**src/rtl/id_ex_stage_pkg.sv**
```systemverilog
// ---------------------------------------------------------------------------
// id_ex_stage_pkg
// Shared definitions for the ID/EX pipeline register: default datapath
// widths, ALU op-code constants and the op code loaded with a bubble.
// No ports (package).
// ---------------------------------------------------------------------------
package id_ex_stage_pkg;

    localparam int WORD_LEN_DEF = 32;
    localparam int REG_ADDR_DEF = 5;

    typedef enum logic [2:0] {
        ALU_NONE = 3'd0,
        ALU_ADD  = 3'd1,
        ALU_SUB  = 3'd2,
        ALU_AND  = 3'd3,
        ALU_OR   = 3'd4,
        ALU_SLT  = 3'd5
    } alu_op_e;

    // A bubble (and reset) drives add so the ALU never sees an undefined op.
    localparam logic [2:0] ALU_BUBBLE_OP = 3'(ALU_ADD);

endpackage

```
**src/rtl/id_ex_stage_if.sv**
```systemverilog
// ---------------------------------------------------------------------------
// id_ex_stage_if
// Bundles every ID/EX signal except clk/rst.
//   master : the surroundings (ID stage, EX/MEM and MEM/WB registers, ALU)
//   slave  : the id_ex_stage block
// Groups: id_* (decoded instruction from ID), flush, exmem_* / memwb_*
// (write-back sources for forwarding), stall (hold PC and IF/ID),
// alu_* / ex_* (registered and forwarded EX-stage outputs).
//
// Handshake: id_valid qualifies the ID instruction. stall is a hold
// request back to IF/ID: while stall is high the ID instruction is not
// consumed and ID must present it again next cycle; a bubble enters EX
// instead. flush kills the ID instruction regardless of stall.
// ---------------------------------------------------------------------------
interface id_ex_stage_if #(
    parameter int WORD_LEN = 32,
    parameter int REG_ADDR = 5
);
    logic                id_valid;
    logic [REG_ADDR-1:0] id_rs_addr;
    logic [REG_ADDR-1:0] id_rt_addr;
    logic [REG_ADDR-1:0] id_rd_addr;
    logic [WORD_LEN-1:0] id_rs_data;
    logic [WORD_LEN-1:0] id_rt_data;
    logic [WORD_LEN-1:0] id_imm;
    logic                id_alu_src;
    logic [2:0]          id_alu_op;
    logic                id_reg_write;
    logic                id_mem_read;
    logic                id_mem_write;
    logic                id_mem_to_reg;
    logic                flush;
    logic                exmem_reg_write;
    logic [REG_ADDR-1:0] exmem_rd;
    logic [WORD_LEN-1:0] exmem_result;
    logic                memwb_reg_write;
    logic [REG_ADDR-1:0] memwb_rd;
    logic [WORD_LEN-1:0] memwb_data;
    logic                stall;
    logic [WORD_LEN-1:0] alu_in1;
    logic [WORD_LEN-1:0] alu_in2;
    logic [2:0]          alu_op;
    logic [WORD_LEN-1:0] ex_store_data;
    logic [REG_ADDR-1:0] ex_rd;
    logic                ex_valid;
    logic                ex_reg_write;
    logic                ex_mem_read;
    logic                ex_mem_write;
    logic                ex_mem_to_reg;

    modport master (
        output id_valid, id_rs_addr, id_rt_addr, id_rd_addr, id_rs_data,
               id_rt_data, id_imm, id_alu_src, id_alu_op, id_reg_write,
               id_mem_read, id_mem_write, id_mem_to_reg, flush,
               exmem_reg_write, exmem_rd, exmem_result,
               memwb_reg_write, memwb_rd, memwb_data,
        input  stall, alu_in1, alu_in2, alu_op, ex_store_data, ex_rd,
               ex_valid, ex_reg_write, ex_mem_read, ex_mem_write, ex_mem_to_reg
    );

    modport slave (
        input  id_valid, id_rs_addr, id_rt_addr, id_rd_addr, id_rs_data,
               id_rt_data, id_imm, id_alu_src, id_alu_op, id_reg_write,
               id_mem_read, id_mem_write, id_mem_to_reg, flush,
               exmem_reg_write, exmem_rd, exmem_result,
               memwb_reg_write, memwb_rd, memwb_data,
        output stall, alu_in1, alu_in2, alu_op, ex_store_data, ex_rd,
               ex_valid, ex_reg_write, ex_mem_read, ex_mem_write, ex_mem_to_reg
    );
endinterface

```
**src/rtl/id_ex_stage_forwarding_unit.sv**
```systemverilog
// ---------------------------------------------------------------------------
// forwarding_unit
// Combinational 3-way operand select for one source register.
//   src_addr        : source register index held in EX
//   reg_data        : register-file value captured in ID/EX
//   exmem_*         : EX/MEM write-back (highest priority, newest value)
//   memwb_*         : MEM/WB write-back
//   data_out        : operand delivered to the ALU
// r0 is never forwarded. Results older than MEM/WB need no path because
// the register file writes in the first half-cycle and reads in the second.
// ---------------------------------------------------------------------------
module forwarding_unit #(
    parameter int WORD_LEN = 32,
    parameter int REG_ADDR = 5
) (
    input  logic [REG_ADDR-1:0] src_addr,
    input  logic [WORD_LEN-1:0] reg_data,
    input  logic                exmem_reg_write,
    input  logic [REG_ADDR-1:0] exmem_rd,
    input  logic [WORD_LEN-1:0] exmem_result,
    input  logic                memwb_reg_write,
    input  logic [REG_ADDR-1:0] memwb_rd,
    input  logic [WORD_LEN-1:0] memwb_data,
    output logic [WORD_LEN-1:0] data_out
);

    always_comb begin
        data_out = reg_data;
        if (exmem_reg_write && (exmem_rd != '0) && (exmem_rd == src_addr)) begin
            data_out = exmem_result;
        end else if (memwb_reg_write && (memwb_rd != '0) && (memwb_rd == src_addr)) begin
            data_out = memwb_data;
        end
    end

endmodule

```
**src/rtl/id_ex_stage.sv**
```systemverilog
// ---------------------------------------------------------------------------
// id_ex_stage
// ID/EX pipeline register of the 5-stage MIPS pipeline, feeding the ALU.
// Ports:
//   clk  : clock, all state updates on the rising edge
//   rst  : synchronous active-high reset
//   bus  : id_ex_stage_if.slave (ID inputs, flush, EX/MEM and MEM/WB
//          write-back sources, stall, ALU operands and EX controls)
// Build option EX_FORWARD_EN:
//   defined   : operands forwarded from EX/MEM and MEM/WB; only a
//               load-use dependency stalls (one cycle).
//   undefined : no forwarding; any dependency on the instruction in EX or
//               in EX/MEM stalls (up to two cycles), a bubble per cycle.
// ---------------------------------------------------------------------------
module id_ex_stage
    import id_ex_stage_pkg::*;
#(
    parameter int WORD_LEN = WORD_LEN_DEF,
    parameter int REG_ADDR = REG_ADDR_DEF
) (
    input logic          clk,
    input logic          rst,
    id_ex_stage_if.slave bus
);

    logic                ex_valid_q;
    logic                ex_reg_write_q;
    logic                ex_mem_read_q;
    logic                ex_mem_write_q;
    logic                ex_mem_to_reg_q;
    logic                ex_alu_src_q;
    logic [2:0]          ex_alu_op_q;
    logic [REG_ADDR-1:0] ex_rd_q;
    logic [REG_ADDR-1:0] ex_rs_q;
    logic [REG_ADDR-1:0] ex_rt_q;
    logic [WORD_LEN-1:0] ex_rs_data_q;
    logic [WORD_LEN-1:0] ex_rt_data_q;
    logic [WORD_LEN-1:0] ex_imm_q;

    logic                stall;
    logic                fwd_en;
    logic [WORD_LEN-1:0] rs_fwd;
    logic [WORD_LEN-1:0] rt_fwd;

    // rt is treated as a source for every instruction; a false match only
    // costs a cycle, never correctness.
    logic id_uses_ex_rd;
    logic id_uses_exmem_rd;

    assign id_uses_ex_rd    = (ex_rd_q != '0) &&
                              ((ex_rd_q == bus.id_rs_addr) || (ex_rd_q == bus.id_rt_addr));
    assign id_uses_exmem_rd = (bus.exmem_rd != '0) &&
                              ((bus.exmem_rd == bus.id_rs_addr) || (bus.exmem_rd == bus.id_rt_addr));

`ifdef EX_FORWARD_EN
    assign fwd_en = 1'b1;
    // Only a load in EX cannot be forwarded in time; flush wins because the
    // killed instruction has nothing to wait for.
    assign stall  = ex_valid_q && ex_mem_read_q && bus.id_valid && id_uses_ex_rd &&
                    !bus.flush;
`else
    // With the write enables tied low the forwarding muxes collapse to the
    // registered register-file data.
    assign fwd_en = 1'b0;
    assign stall  = !bus.flush && bus.id_valid &&
                    ((ex_reg_write_q && id_uses_ex_rd) ||
                     (bus.exmem_reg_write && id_uses_exmem_rd));
`endif

    always_ff @(posedge clk) begin
        if (rst || bus.flush || stall) begin
            ex_valid_q      <= 1'b0;
            ex_reg_write_q  <= 1'b0;
            ex_mem_read_q   <= 1'b0;
            ex_mem_write_q  <= 1'b0;
            ex_mem_to_reg_q <= 1'b0;
            ex_alu_src_q    <= 1'b0;
            ex_alu_op_q     <= ALU_BUBBLE_OP;
            ex_rd_q         <= '0;
            ex_rs_q         <= '0;
            ex_rt_q         <= '0;
            ex_rs_data_q    <= '0;
            ex_rt_data_q    <= '0;
            ex_imm_q        <= '0;
        end else begin
            ex_valid_q      <= bus.id_valid;
            ex_reg_write_q  <= bus.id_valid && bus.id_reg_write;
            ex_mem_read_q   <= bus.id_valid && bus.id_mem_read;
            ex_mem_write_q  <= bus.id_valid && bus.id_mem_write;
            ex_mem_to_reg_q <= bus.id_valid && bus.id_mem_to_reg;
            ex_alu_src_q    <= bus.id_alu_src;
            ex_alu_op_q     <= bus.id_alu_op;
            ex_rd_q         <= bus.id_rd_addr;
            ex_rs_q         <= bus.id_rs_addr;
            ex_rt_q         <= bus.id_rt_addr;
            ex_rs_data_q    <= bus.id_rs_data;
            ex_rt_data_q    <= bus.id_rt_data;
            ex_imm_q        <= bus.id_imm;
        end
    end

    forwarding_unit #(.WORD_LEN(WORD_LEN), .REG_ADDR(REG_ADDR)) u_fwd_rs (
        .src_addr        (ex_rs_q),
        .reg_data        (ex_rs_data_q),
        .exmem_reg_write (fwd_en && bus.exmem_reg_write),
        .exmem_rd        (bus.exmem_rd),
        .exmem_result    (bus.exmem_result),
        .memwb_reg_write (fwd_en && bus.memwb_reg_write),
        .memwb_rd        (bus.memwb_rd),
        .memwb_data      (bus.memwb_data),
        .data_out        (rs_fwd)
    );

    forwarding_unit #(.WORD_LEN(WORD_LEN), .REG_ADDR(REG_ADDR)) u_fwd_rt (
        .src_addr        (ex_rt_q),
        .reg_data        (ex_rt_data_q),
        .exmem_reg_write (fwd_en && bus.exmem_reg_write),
        .exmem_rd        (bus.exmem_rd),
        .exmem_result    (bus.exmem_result),
        .memwb_reg_write (fwd_en && bus.memwb_reg_write),
        .memwb_rd        (bus.memwb_rd),
        .memwb_data      (bus.memwb_data),
        .data_out        (rt_fwd)
    );

    assign bus.stall         = stall;
    assign bus.alu_in1       = rs_fwd;
    assign bus.alu_in2       = ex_alu_src_q ? ex_imm_q : rt_fwd;
    assign bus.alu_op        = ex_alu_op_q;
    assign bus.ex_store_data = rt_fwd;
    assign bus.ex_rd         = ex_rd_q;
    assign bus.ex_valid      = ex_valid_q;
    assign bus.ex_reg_write  = ex_reg_write_q;
    assign bus.ex_mem_read   = ex_mem_read_q;
    assign bus.ex_mem_write  = ex_mem_write_q;
    assign bus.ex_mem_to_reg = ex_mem_to_reg_q;

endmodule

```
**src/flat_wrapper.sv**
```systemverilog
// flat-port wrapper written by rule: the top's interface ports become plain ports
module id_ex_stage_flat import id_ex_stage_pkg::*;
#(
    parameter int WORD_LEN = WORD_LEN_DEF,
    parameter int REG_ADDR = REG_ADDR_DEF
)
  (clk, rst, bus_id_valid, bus_id_rs_addr, bus_id_rt_addr, bus_id_rd_addr, bus_id_rs_data, bus_id_rt_data, bus_id_imm, bus_id_alu_src, bus_id_alu_op, bus_id_reg_write, bus_id_mem_read, bus_id_mem_write, bus_id_mem_to_reg, bus_flush, bus_exmem_reg_write, bus_exmem_rd, bus_exmem_result, bus_memwb_reg_write, bus_memwb_rd, bus_memwb_data, bus_stall, bus_alu_in1, bus_alu_in2, bus_alu_op, bus_ex_store_data, bus_ex_rd, bus_ex_valid, bus_ex_reg_write, bus_ex_mem_read, bus_ex_mem_write, bus_ex_mem_to_reg);
  id_ex_stage_if #(.WORD_LEN(WORD_LEN), .REG_ADDR(REG_ADDR)) bus_i ();
  input logic clk;
  input logic rst;
  input wire logic [$bits(bus_i.id_valid)-1:0] bus_id_valid;
  input wire logic [$bits(bus_i.id_rs_addr)-1:0] bus_id_rs_addr;
  input wire logic [$bits(bus_i.id_rt_addr)-1:0] bus_id_rt_addr;
  input wire logic [$bits(bus_i.id_rd_addr)-1:0] bus_id_rd_addr;
  input wire logic [$bits(bus_i.id_rs_data)-1:0] bus_id_rs_data;
  input wire logic [$bits(bus_i.id_rt_data)-1:0] bus_id_rt_data;
  input wire logic [$bits(bus_i.id_imm)-1:0] bus_id_imm;
  input wire logic [$bits(bus_i.id_alu_src)-1:0] bus_id_alu_src;
  input wire logic [$bits(bus_i.id_alu_op)-1:0] bus_id_alu_op;
  input wire logic [$bits(bus_i.id_reg_write)-1:0] bus_id_reg_write;
  input wire logic [$bits(bus_i.id_mem_read)-1:0] bus_id_mem_read;
  input wire logic [$bits(bus_i.id_mem_write)-1:0] bus_id_mem_write;
  input wire logic [$bits(bus_i.id_mem_to_reg)-1:0] bus_id_mem_to_reg;
  input wire logic [$bits(bus_i.flush)-1:0] bus_flush;
  input wire logic [$bits(bus_i.exmem_reg_write)-1:0] bus_exmem_reg_write;
  input wire logic [$bits(bus_i.exmem_rd)-1:0] bus_exmem_rd;
  input wire logic [$bits(bus_i.exmem_result)-1:0] bus_exmem_result;
  input wire logic [$bits(bus_i.memwb_reg_write)-1:0] bus_memwb_reg_write;
  input wire logic [$bits(bus_i.memwb_rd)-1:0] bus_memwb_rd;
  input wire logic [$bits(bus_i.memwb_data)-1:0] bus_memwb_data;
  output wire logic [$bits(bus_i.stall)-1:0] bus_stall;
  output wire logic [$bits(bus_i.alu_in1)-1:0] bus_alu_in1;
  output wire logic [$bits(bus_i.alu_in2)-1:0] bus_alu_in2;
  output wire logic [$bits(bus_i.alu_op)-1:0] bus_alu_op;
  output wire logic [$bits(bus_i.ex_store_data)-1:0] bus_ex_store_data;
  output wire logic [$bits(bus_i.ex_rd)-1:0] bus_ex_rd;
  output wire logic [$bits(bus_i.ex_valid)-1:0] bus_ex_valid;
  output wire logic [$bits(bus_i.ex_reg_write)-1:0] bus_ex_reg_write;
  output wire logic [$bits(bus_i.ex_mem_read)-1:0] bus_ex_mem_read;
  output wire logic [$bits(bus_i.ex_mem_write)-1:0] bus_ex_mem_write;
  output wire logic [$bits(bus_i.ex_mem_to_reg)-1:0] bus_ex_mem_to_reg;
  assign bus_i.id_valid = bus_id_valid;
  assign bus_i.id_rs_addr = bus_id_rs_addr;
  assign bus_i.id_rt_addr = bus_id_rt_addr;
  assign bus_i.id_rd_addr = bus_id_rd_addr;
  assign bus_i.id_rs_data = bus_id_rs_data;
  assign bus_i.id_rt_data = bus_id_rt_data;
  assign bus_i.id_imm = bus_id_imm;
  assign bus_i.id_alu_src = bus_id_alu_src;
  assign bus_i.id_alu_op = bus_id_alu_op;
  assign bus_i.id_reg_write = bus_id_reg_write;
  assign bus_i.id_mem_read = bus_id_mem_read;
  assign bus_i.id_mem_write = bus_id_mem_write;
  assign bus_i.id_mem_to_reg = bus_id_mem_to_reg;
  assign bus_i.flush = bus_flush;
  assign bus_i.exmem_reg_write = bus_exmem_reg_write;
  assign bus_i.exmem_rd = bus_exmem_rd;
  assign bus_i.exmem_result = bus_exmem_result;
  assign bus_i.memwb_reg_write = bus_memwb_reg_write;
  assign bus_i.memwb_rd = bus_memwb_rd;
  assign bus_i.memwb_data = bus_memwb_data;
  assign bus_stall = bus_i.stall;
  assign bus_alu_in1 = bus_i.alu_in1;
  assign bus_alu_in2 = bus_i.alu_in2;
  assign bus_alu_op = bus_i.alu_op;
  assign bus_ex_store_data = bus_i.ex_store_data;
  assign bus_ex_rd = bus_i.ex_rd;
  assign bus_ex_valid = bus_i.ex_valid;
  assign bus_ex_reg_write = bus_i.ex_reg_write;
  assign bus_ex_mem_read = bus_i.ex_mem_read;
  assign bus_ex_mem_write = bus_i.ex_mem_write;
  assign bus_ex_mem_to_reg = bus_i.ex_mem_to_reg;
  id_ex_stage #(.WORD_LEN(WORD_LEN), .REG_ADDR(REG_ADDR)) u_core (.clk(clk), .rst(rst), .bus(bus_i));
endmodule
```
**config.mk**
```make
export PLATFORM = sky130hd
export DESIGN_NAME = id_ex_stage_flat
export DESIGN_NICKNAME = d
export VERILOG_FILES = /design/src/rtl/id_ex_stage_pkg.sv /design/src/rtl/id_ex_stage_if.sv /design/src/rtl/id_ex_stage_forwarding_unit.sv /design/src/rtl/id_ex_stage.sv /design/src/flat_wrapper.sv
export SDC_FILE = /design/constraint.sdc
export NUM_CORES = 1
export LEC_CHECK = 0
export ABC_AREA = 0
export CAP_MARGIN = 20
export CORE_MARGIN = 4
export CORE_UTILIZATION = 33
export CTS_BUF_LIST = sky130_fd_sc_hd__clkbuf_8 sky130_fd_sc_hd__clkbuf_16
export CTS_CLUSTER_DIAMETER = 200
export DETAILED_ROUTE_END_ITERATION = 10
export GPL_ROUTABILITY_DRIVEN = 0
export MAX_ROUTING_LAYER = met4
export PLACE_DENSITY_LB_ADDON = 0.05
export SETUP_SLACK_MARGIN = 0.15
export SLEW_MARGIN = 40
export SYNTH_ARGS = -nofsm -noshare
export SYNTH_HDL_FRONTEND = slang
export SYNTH_HIERARCHICAL = 1
export SYNTH_SLANG_ARGS = --single-unit
```
**constraint.sdc**
```tcl
create_clock -name clk -period 3.08 [get_ports clk]
set_input_delay 0.462 -clock clk [delete_from_list [all_inputs] [get_ports clk]]
set_output_delay 0.462 -clock clk [all_outputs]
set_load 0.03 [all_outputs]
```
After elaboration in Yosys (flattened, before gate mapping)
Cells that the tools add are included.
- flip-flop bits (word level): 110
- input port bits: 199
- logic and storage cells: 34
- eq/ne operators: 4
- mux-type cells: 1
- reductions and logical operators: 18
- operator list (kind ; count):
    2-to-1 mux 32 bit ; 1
    equality test 5 bit ; 4
    logical AND 1 bit ; 10
    nonzero test 5 bit ; 2
    logical OR 1 bit ; 5
    zero test 1 bit ; 1

Depth between registers and ports, before layout
Gate-level depths: netlist of the first run.
- depth in word-level cells: 7
- depth in mapped cells: 7
- mapped depth without buffers: 5

Hierarchy
Netlist of the first run, hierarchy kept.
- modules (own cells, without submodules) (module ; times used ; cells an instance ; area an instance (µm²)):
    id_ex_stage ; 1 ; 341 ; 4035.1
    forwarding_unit ; 2 ; 185 ; 1167.4

Worst setup path before layout of the first run
No wires, ideal clock.
- path type: register to output
- from: reg u_core.ex_rd_q[0] (netlist: u_core/bus.ex_rd[0])
- to: out bus_stall
- data arrival time: 1.747 ns
- data required time: 2.618 ns
- path slack: 0.871 ns
- cell stages (with the launch flop): 6
- path buffers: 1
- path through: dfxtp_1 -> or3_1 -> o311a_1 -> a22oi_2 -> clkbuf_2 -> inv_1
- cells in the longest elaborated chain, start to end: 6
- RTL lines (what ; RTL line ; RTL):
    from (decl) ; id_ex_stage.sv:33 ; logic [REG_ADDR-1:0] ex_rd_q;
    from (signal assigned) ; id_ex_stage.sv:93 ; ex_rd_q <= bus.id_rd_addr;
    equality test 5 bit ; id_ex_stage.sv:51 ; ((ex_rd_q == bus.id_rs_addr) || (ex_rd_q == bus.id_rt_addr));
    logical OR 1 bit ; id_ex_stage.sv:51 ;
    logical AND 1 bit (*) ; id_ex_stage.sv:50 ; assign id_uses_ex_rd = (ex_rd_q != '0) &&
    logical AND 1 bit (*) ; id_ex_stage.sv:66 ; ((ex_reg_write_q && id_uses_ex_rd) ||
    logical OR 1 bit (*) ; id_ex_stage.sv:66 ;
    logical AND 1 bit (*) ; id_ex_stage.sv:65 ; assign stall = !bus.flush && bus.id_valid &&
    to (decl) ; flat_wrapper.sv:31 ; output wire logic [$bits(bus_i.stall)-1:0] bus_stall;
Every way passes the cells marked *; elsewhere a longest branch is shown, timed or not.

Worst setup path after layout of the first run
- from: reg u_core.ex_alu_src_q
- to: out bus_alu_in2[30]
- cells in the longest elaborated chain, start to end: 1
- RTL lines (what ; RTL line ; RTL):
    from (decl) ; id_ex_stage.sv:31 ; logic ex_alu_src_q;
    from (signal assigned) ; id_ex_stage.sv:91 ; ex_alu_src_q <= bus.id_alu_src;
    2-to-1 mux 32 bit ; id_ex_stage.sv:128 ; assign bus.alu_in2 = ex_alu_src_q ? ex_imm_q : rt_fwd;
    to (decl) ; flat_wrapper.sv:33 ; output wire logic [$bits(bus_i.alu_in2)-1:0] bus_alu_in2;
No other way between the ends.

==> reports/results.txt, run 1 <==
number of distinct library cells after synthesis -> 34
GRT Total Usage -> 0.258
Cells after Synth -> 711
initial DRC count -> 635
worst hold-check path type -> primary input to flop
top flop regs -> u_core/ex_imm_q x32, u_core/ex_rs_data_q x32, u_core/ex_rt_data_q x32
Final Skew -> 6.19 ps
Crit path required time -> 2620 ps
grt total ovfl -> 0
Peak VDD IR -> 0.000386 V
Syn Std Cell Area -> 0.00637 mm^2
Resized cells post-CTS -> 1
# setup viols final -> 0
full die area -> 0.0216 mm^2
Post-Syn Area per Cell -> 8.96 um^2
Skew-Pair Late Insertion Delay -> 430 ps
count leader, synth -> dfxtp_1
Yosys top cell by area -> dfxtp_1
wire length per cell -> 23.0 um
worst slew pin tran -> 1420 ps
Core Util, Final -> 0.539
layout cells sized above 1 -> 0.0955
Max FO, Critical Path -> 18
initial antenna violation count -> 1
top area cells in the synthesized netlist -> dfxtp_1, and3_1, o31ai_1
DR vias -> 7163
largest net degree at the start of global routing -> 121
Final Hold Vio Count -> 0
final period utilization -> 0.882
ys async rst share -> 0
vias in the first global route -> 7231
minimum clock period -> 2720 ps
RSZ-0062 raised after global routing -> no
I/O pin total -> 309
CTS tree -> done
Root Buffer -> clkbuf_16
worst endpoint data arrival time -> 2250 ps
height of the die -> 147 um
fin. max-slew vios -> 0
status -> finished clean
Setup crit start kind -> flop
max_cap viols -> 0
worst-path cell chain -> buf_12, mux2_2, clkdlybuf4s50_1
area share of the largest cell type after synthesis -> 0.377
power consumption -> 5.06 mW
first-pass GRT wire length -> 42400 um
clk buf depth -> 2
area grow syn2layout -> 59.3%
Seq/Total Area, Yosys -> 0.377
fmax -> 368 MHz
HPWL after detailed placement -> 19000 um
Setup TNS -> 0 ps
Post-synth EDFFs -> 0
die span in x -> 147 um
IO Port Bufs -> 307
H-tree depth -> 4
CTS sink count -> 120
synth cell count leaders -> dfxtp_1, and3_1, nor4_1
fillcell total -> 1720
DRT Wirelength -> 28400 um
Layout Nets -> 1160
Initial Util -> 0.338
setup bufs post-CTS -> 0
post-synthesis register bit count -> 120
Setup CP Type -> flop to output pin
Pleak -> 3.82 nW
Clock transition at path regs -> 60 ps
P per Cell Area -> 499 mW/mm^2
post-route ant nets -> 0
area of the multi-input gates -> 0.00351 mm^2
sequential cell area -> 0.00240 mm^2
row count -> 50
total DRC errors in the routed layout -> 0
CP endpoint kind -> output pin
Synth Flop Type -> dfxtp_1
DRT Pass-1 Iters -> 6
CP max stage delay -> 620 ps
slowest stage cell, crit path -> clkdlybuf4s50_1
Fin Hold WS -> 597 ps
core area -> 0.0188 mm^2
Syn. warnings -> 6
hold_buf cts -> 0
CTS buffer count -> 17
Max-slew headroom -> 0.0543
Via-to-Cell Ratio -> 5.80
## critical path, delay by kind of cell (launching register included)
kind	cells	cell delay (ps)
multiplexers	1	350
buffers and inverters	2	860
flip-flops	1	610
## worst paths after layout
kind         slack [ps]  cells after the start                      to                     from
max reg2reg         770                      5  u_core/ex_rs_data_q[1]      u_core/bus.ex_rd[0]
min                 600                      2      u_core/ex_imm_q[2]            bus_id_imm[2]
min reg2reg        1200                      4    u_core/bus.alu_op[0]  u_core/bus.ex_reg_write
max                 360                      3         bus_alu_in2[30]      u_core/ex_alu_src_q
## cell families after synthesis
| group | count (synthesis) | share of synthesized area |
|---|---|---|
| flops | 120 | 0.377 |
| xor+xnor | 36 | 0.0495 |
| simple gates | 287 | 0.277 |
| mux | 32 | 0.0566 |
| other cells | 1 | 0.000589 |
| compound gates | 139 | 0.154 |
| buf+inv | 96 | 0.0847 |
## cell usage in the layout, fill, tap and decap left out, types with 2 or more instances in the layout
cell type and count:
or3_1 4, nor2_1 2, buf_8 4, clkbuf_16 17, o21ai_4 2, o22ai_1 2, nor2b_1 2, nand3_1 4
nand4_1 64, nand2_1 10, clkinvlp_4 4, inv_1 2, or4_4 2, clkdlybuf4s50_1 306, o21a_2 2, and3_1 119
nand3_2 3, o31ai_1 64, clkbuf_8 3, and2_1 5, buf_12 2, or2_1 2, o311a_1 2, nor4_1 66
a31oi_1 64, dfxtp_1 119, bufinv_16 5, conb_1 6, buf_6 2, buf_4 6, mux2_2 32, xnor2_1 36
a21oi_4 2
## per-stage QoR
step	area (um^2)	instances	worst slack, ps
final	10100	1235	364
after global placement	9400	1197	111
after CTS	10100	1234	293
after detailed placement	9470	1202	137
after floorplan	6390	716	871
after global routing	10100	1235	274
## power breakdown
part	internal (mW)	leakage, nW	switching [mW]
clock network	1.50	0.316	0.771
registers	1.62	0.986	0.0268
logic	0.519	2.51	0.631
## final cells by class
type                            instances  share of cell area
Tap cell                              260              0.0321
Sequential cell                       120               0.237
Clock buffer                           20              0.0460
Clock inverter                         12              0.0195
Antenna cell                            1            0.000247
Timing Repair Buffer                  321               0.319
Multi-Input combinational cell        500               0.346
Inverter                                1            0.000370
## routing by layer
| layer | routed length [um] | track usage | vias to the layer above |
|---|---|---|---|
| met2 | 13400 | 0.407 | 429 |
| met4 | 748 | 0.0857 | 0 |
| met5 | 0 | - | - |
| met3 | 2290 | 0.0531 | 65 |
| met1 | 11900 | 0.331 | 3401 |
| li1 | - | - | 3268 |
Note: power is estimated with default switching activity, not from simulation.
==> run 2: changes to the inputs <==
--- a/config.mk
+++ b/config.mk
@@ -10,7 +10,6 @@
 export CORE_MARGIN = 4
 export CORE_UTILIZATION = 33
 export CTS_BUF_LIST = sky130_fd_sc_hd__clkbuf_8 sky130_fd_sc_hd__clkbuf_16
-export CTS_CLUSTER_DIAMETER = 200
 export DETAILED_ROUTE_END_ITERATION = 10
 export GPL_ROUTABILITY_DRIVEN = 0
 export MAX_ROUTING_LAYER = met4
==> constraint.sdc (replaced) <==
create_clock -name clk -period 3.4 [get_ports clk]
set_input_delay 0.51 -clock clk [delete_from_list [all_inputs] [get_ports clk]]
set_output_delay 0.51 -clock clk [all_outputs]
set_load 0.03 [all_outputs]
==> run 2 against run 1 <==
Against the previous run: routed wire length shrank 0.81%; clock power is 15% lower; final cell count about the same; power decreased by 12%; worst hold slack better by 57 ps; sequential share of layout area is 0.11 points higher; sequential cell count did not move; critical endpoint is now bus_stall.
==> reports/results.txt, run 2 (synthesized netlist as in run 1, its figures left out) <==
setup bufs post-CTS -> 0
Max-slew headroom -> 0.0124
Crit path required time -> 2890 ps
Setup crit start kind -> primary input
die span in x -> 147 um
grt met1 use -> 0.330
post-route ant nets -> 0
row count -> 50
CTS buffer count -> 17
# setup viols final -> 0
largest net degree at the start of global routing -> 121
IO Port Bufs -> 307
worst hold-check path type -> primary input to flop
minimum clock period -> 3030 ps
worst-path cell chain -> clkdlybuf4s50_1, or3_1, o311a_1, a22oi_2, inv_1, clkdlybuf4s50_1
leading cell type in the layout, fill and taps excluded -> clkdlybuf4s50_1
CTS tree -> done
HPWL after detailed placement -> 18900 um
full die area -> 0.0216 mm^2
DRT Wirelength -> 28100 um
fillcell total -> 1723
fmax -> 330 MHz
total DRC errors in the routed layout -> 0
slowest stage cell, crit path -> clkdlybuf4s50_1
CTS sink count -> 120
sequential cell area -> 0.00240 mm^2
Final Instance Count excl. Fillers -> 1234
Peak VDD IR -> 0.000336 V
area grow syn2layout -> 58.5%
Layout Nets -> 1159
grt total ovfl -> 0
DRT Pass-1 Iters -> 6
final instance area -> 0.0101 mm^2
Skew-Pair Late Insertion Delay -> 420 ps
Fin Hold WS -> 654 ps
RSZ-0062 raised after global routing -> no
status -> finished clean
Clock transition at path regs -> 60 ps
P per Cell Area -> 441 mW/mm^2
CP max stage delay -> 610 ps
top flop regs -> u_core/ex_imm_q x32, u_core/ex_rs_data_q x32, u_core/ex_rt_data_q x32
layout cells sized above 1 -> 0.0935
placed insts -> 1201
Resized cells post-CTS -> 0
initial DRC count -> 574
Most Crowded Layer GR -> met2
final period utilization -> 0.890
DR vias -> 7148
GRT Total Usage -> 0.260
clk buf depth -> 2
fin. max-slew vios -> 0
Initial Util -> 0.338
Final Skew -> 7.30 ps
area of the multi-input gates -> 0.00351 mm^2
core area -> 0.0188 mm^2
cell mode on critical path -> clkdlybuf4s50_1
hold_buf cts -> 0
Setup CP Type -> primary input to output pin
height of the die -> 147 um
max_cap viols -> 0
Pleak -> 3.81 nW
Final Hold Vio Count -> 0
H-tree depth -> 4
CP endpoint kind -> output pin
worst endpoint data arrival time -> 2520 ps
I/O pin total -> 309
M2 GR Usage -> 0.412
Setup TNS -> 0 ps
Via-to-Cell Ratio -> 5.79
initial antenna violation count -> 1
Max FO, Critical Path -> 2
vias in the first global route -> 7312
wire length per cell -> 22.8 um
placed instance area -> 0.00945 mm^2
worst slew pin tran -> 1480 ps
first-pass GRT wire length -> 42700 um
Root Buffer -> clkbuf_16
met3 GRT Util -> 0.0657
commonest cells after routing, fill and taps aside -> clkdlybuf4s50_1, and3_1, dfxtp_1
## run 2: per-layer routing
layer  wire [um]  vias up
met5           0        -
met4         479        0
met3        2520       44
met2       13500      456
met1       11700     3378
li1            -     3270
## run 2: worst paths after layout
| kind | start | to | slack, ps | cells after the start |
|---|---|---|---|---|
| setup / recovery | bus_exmem_rd[1] | bus_stall | 370 | 6 |
| hold reg to reg | u_core/bus.ex_reg_write | u_core/bus.alu_op[0] | 1230 | 4 |
| setup reg to reg | u_core/bus.ex_rd[0] | u_core/ex_rs_data_q[5] | 1010 | 5 |
| hold / removal | bus_id_rs_data[8] | u_core/ex_rs_data_q[8] | 650 | 2 |
## run 2: where the power goes
group	internal [mW]	leakage, nW	switching, mW
combinational	0.469	2.50	0.573
clock	1.26	0.318	0.659
sequential	1.46	0.986	0.0219
## run 2: layout make-up
| cell class | count | share of cell area |
|---|---|---|
| inverters | 1 | 0.000372 |
| well taps | 260 | 0.0322 |
| diodes | 1 | 0.000248 |
| clock buffers | 23 | 0.0503 |
| clock inverters | 9 | 0.0119 |
| multi-input cells | 500 | 0.348 |
| flip-flops and latches | 120 | 0.238 |
| repair buffers | 320 | 0.319 |
## run 2: through the flow
step,util,worst slack (ps),power (mW)
2_1_floorplan,-,1130,2.01
4_1_cts,0.535,367,4.44
5_1_grt,0.536,291,4.60
6_report,0.536,373,4.45
3_3_place_gp,0.498,371,2.49
3_5_place_dp,0.502,372,2.52
## run 2: critical path: cells and delay by family
kind / cells / cell delay, ps
compound gates: 2 / 530
simple gates: 1 / 360
buf+inv: 3 / 1120
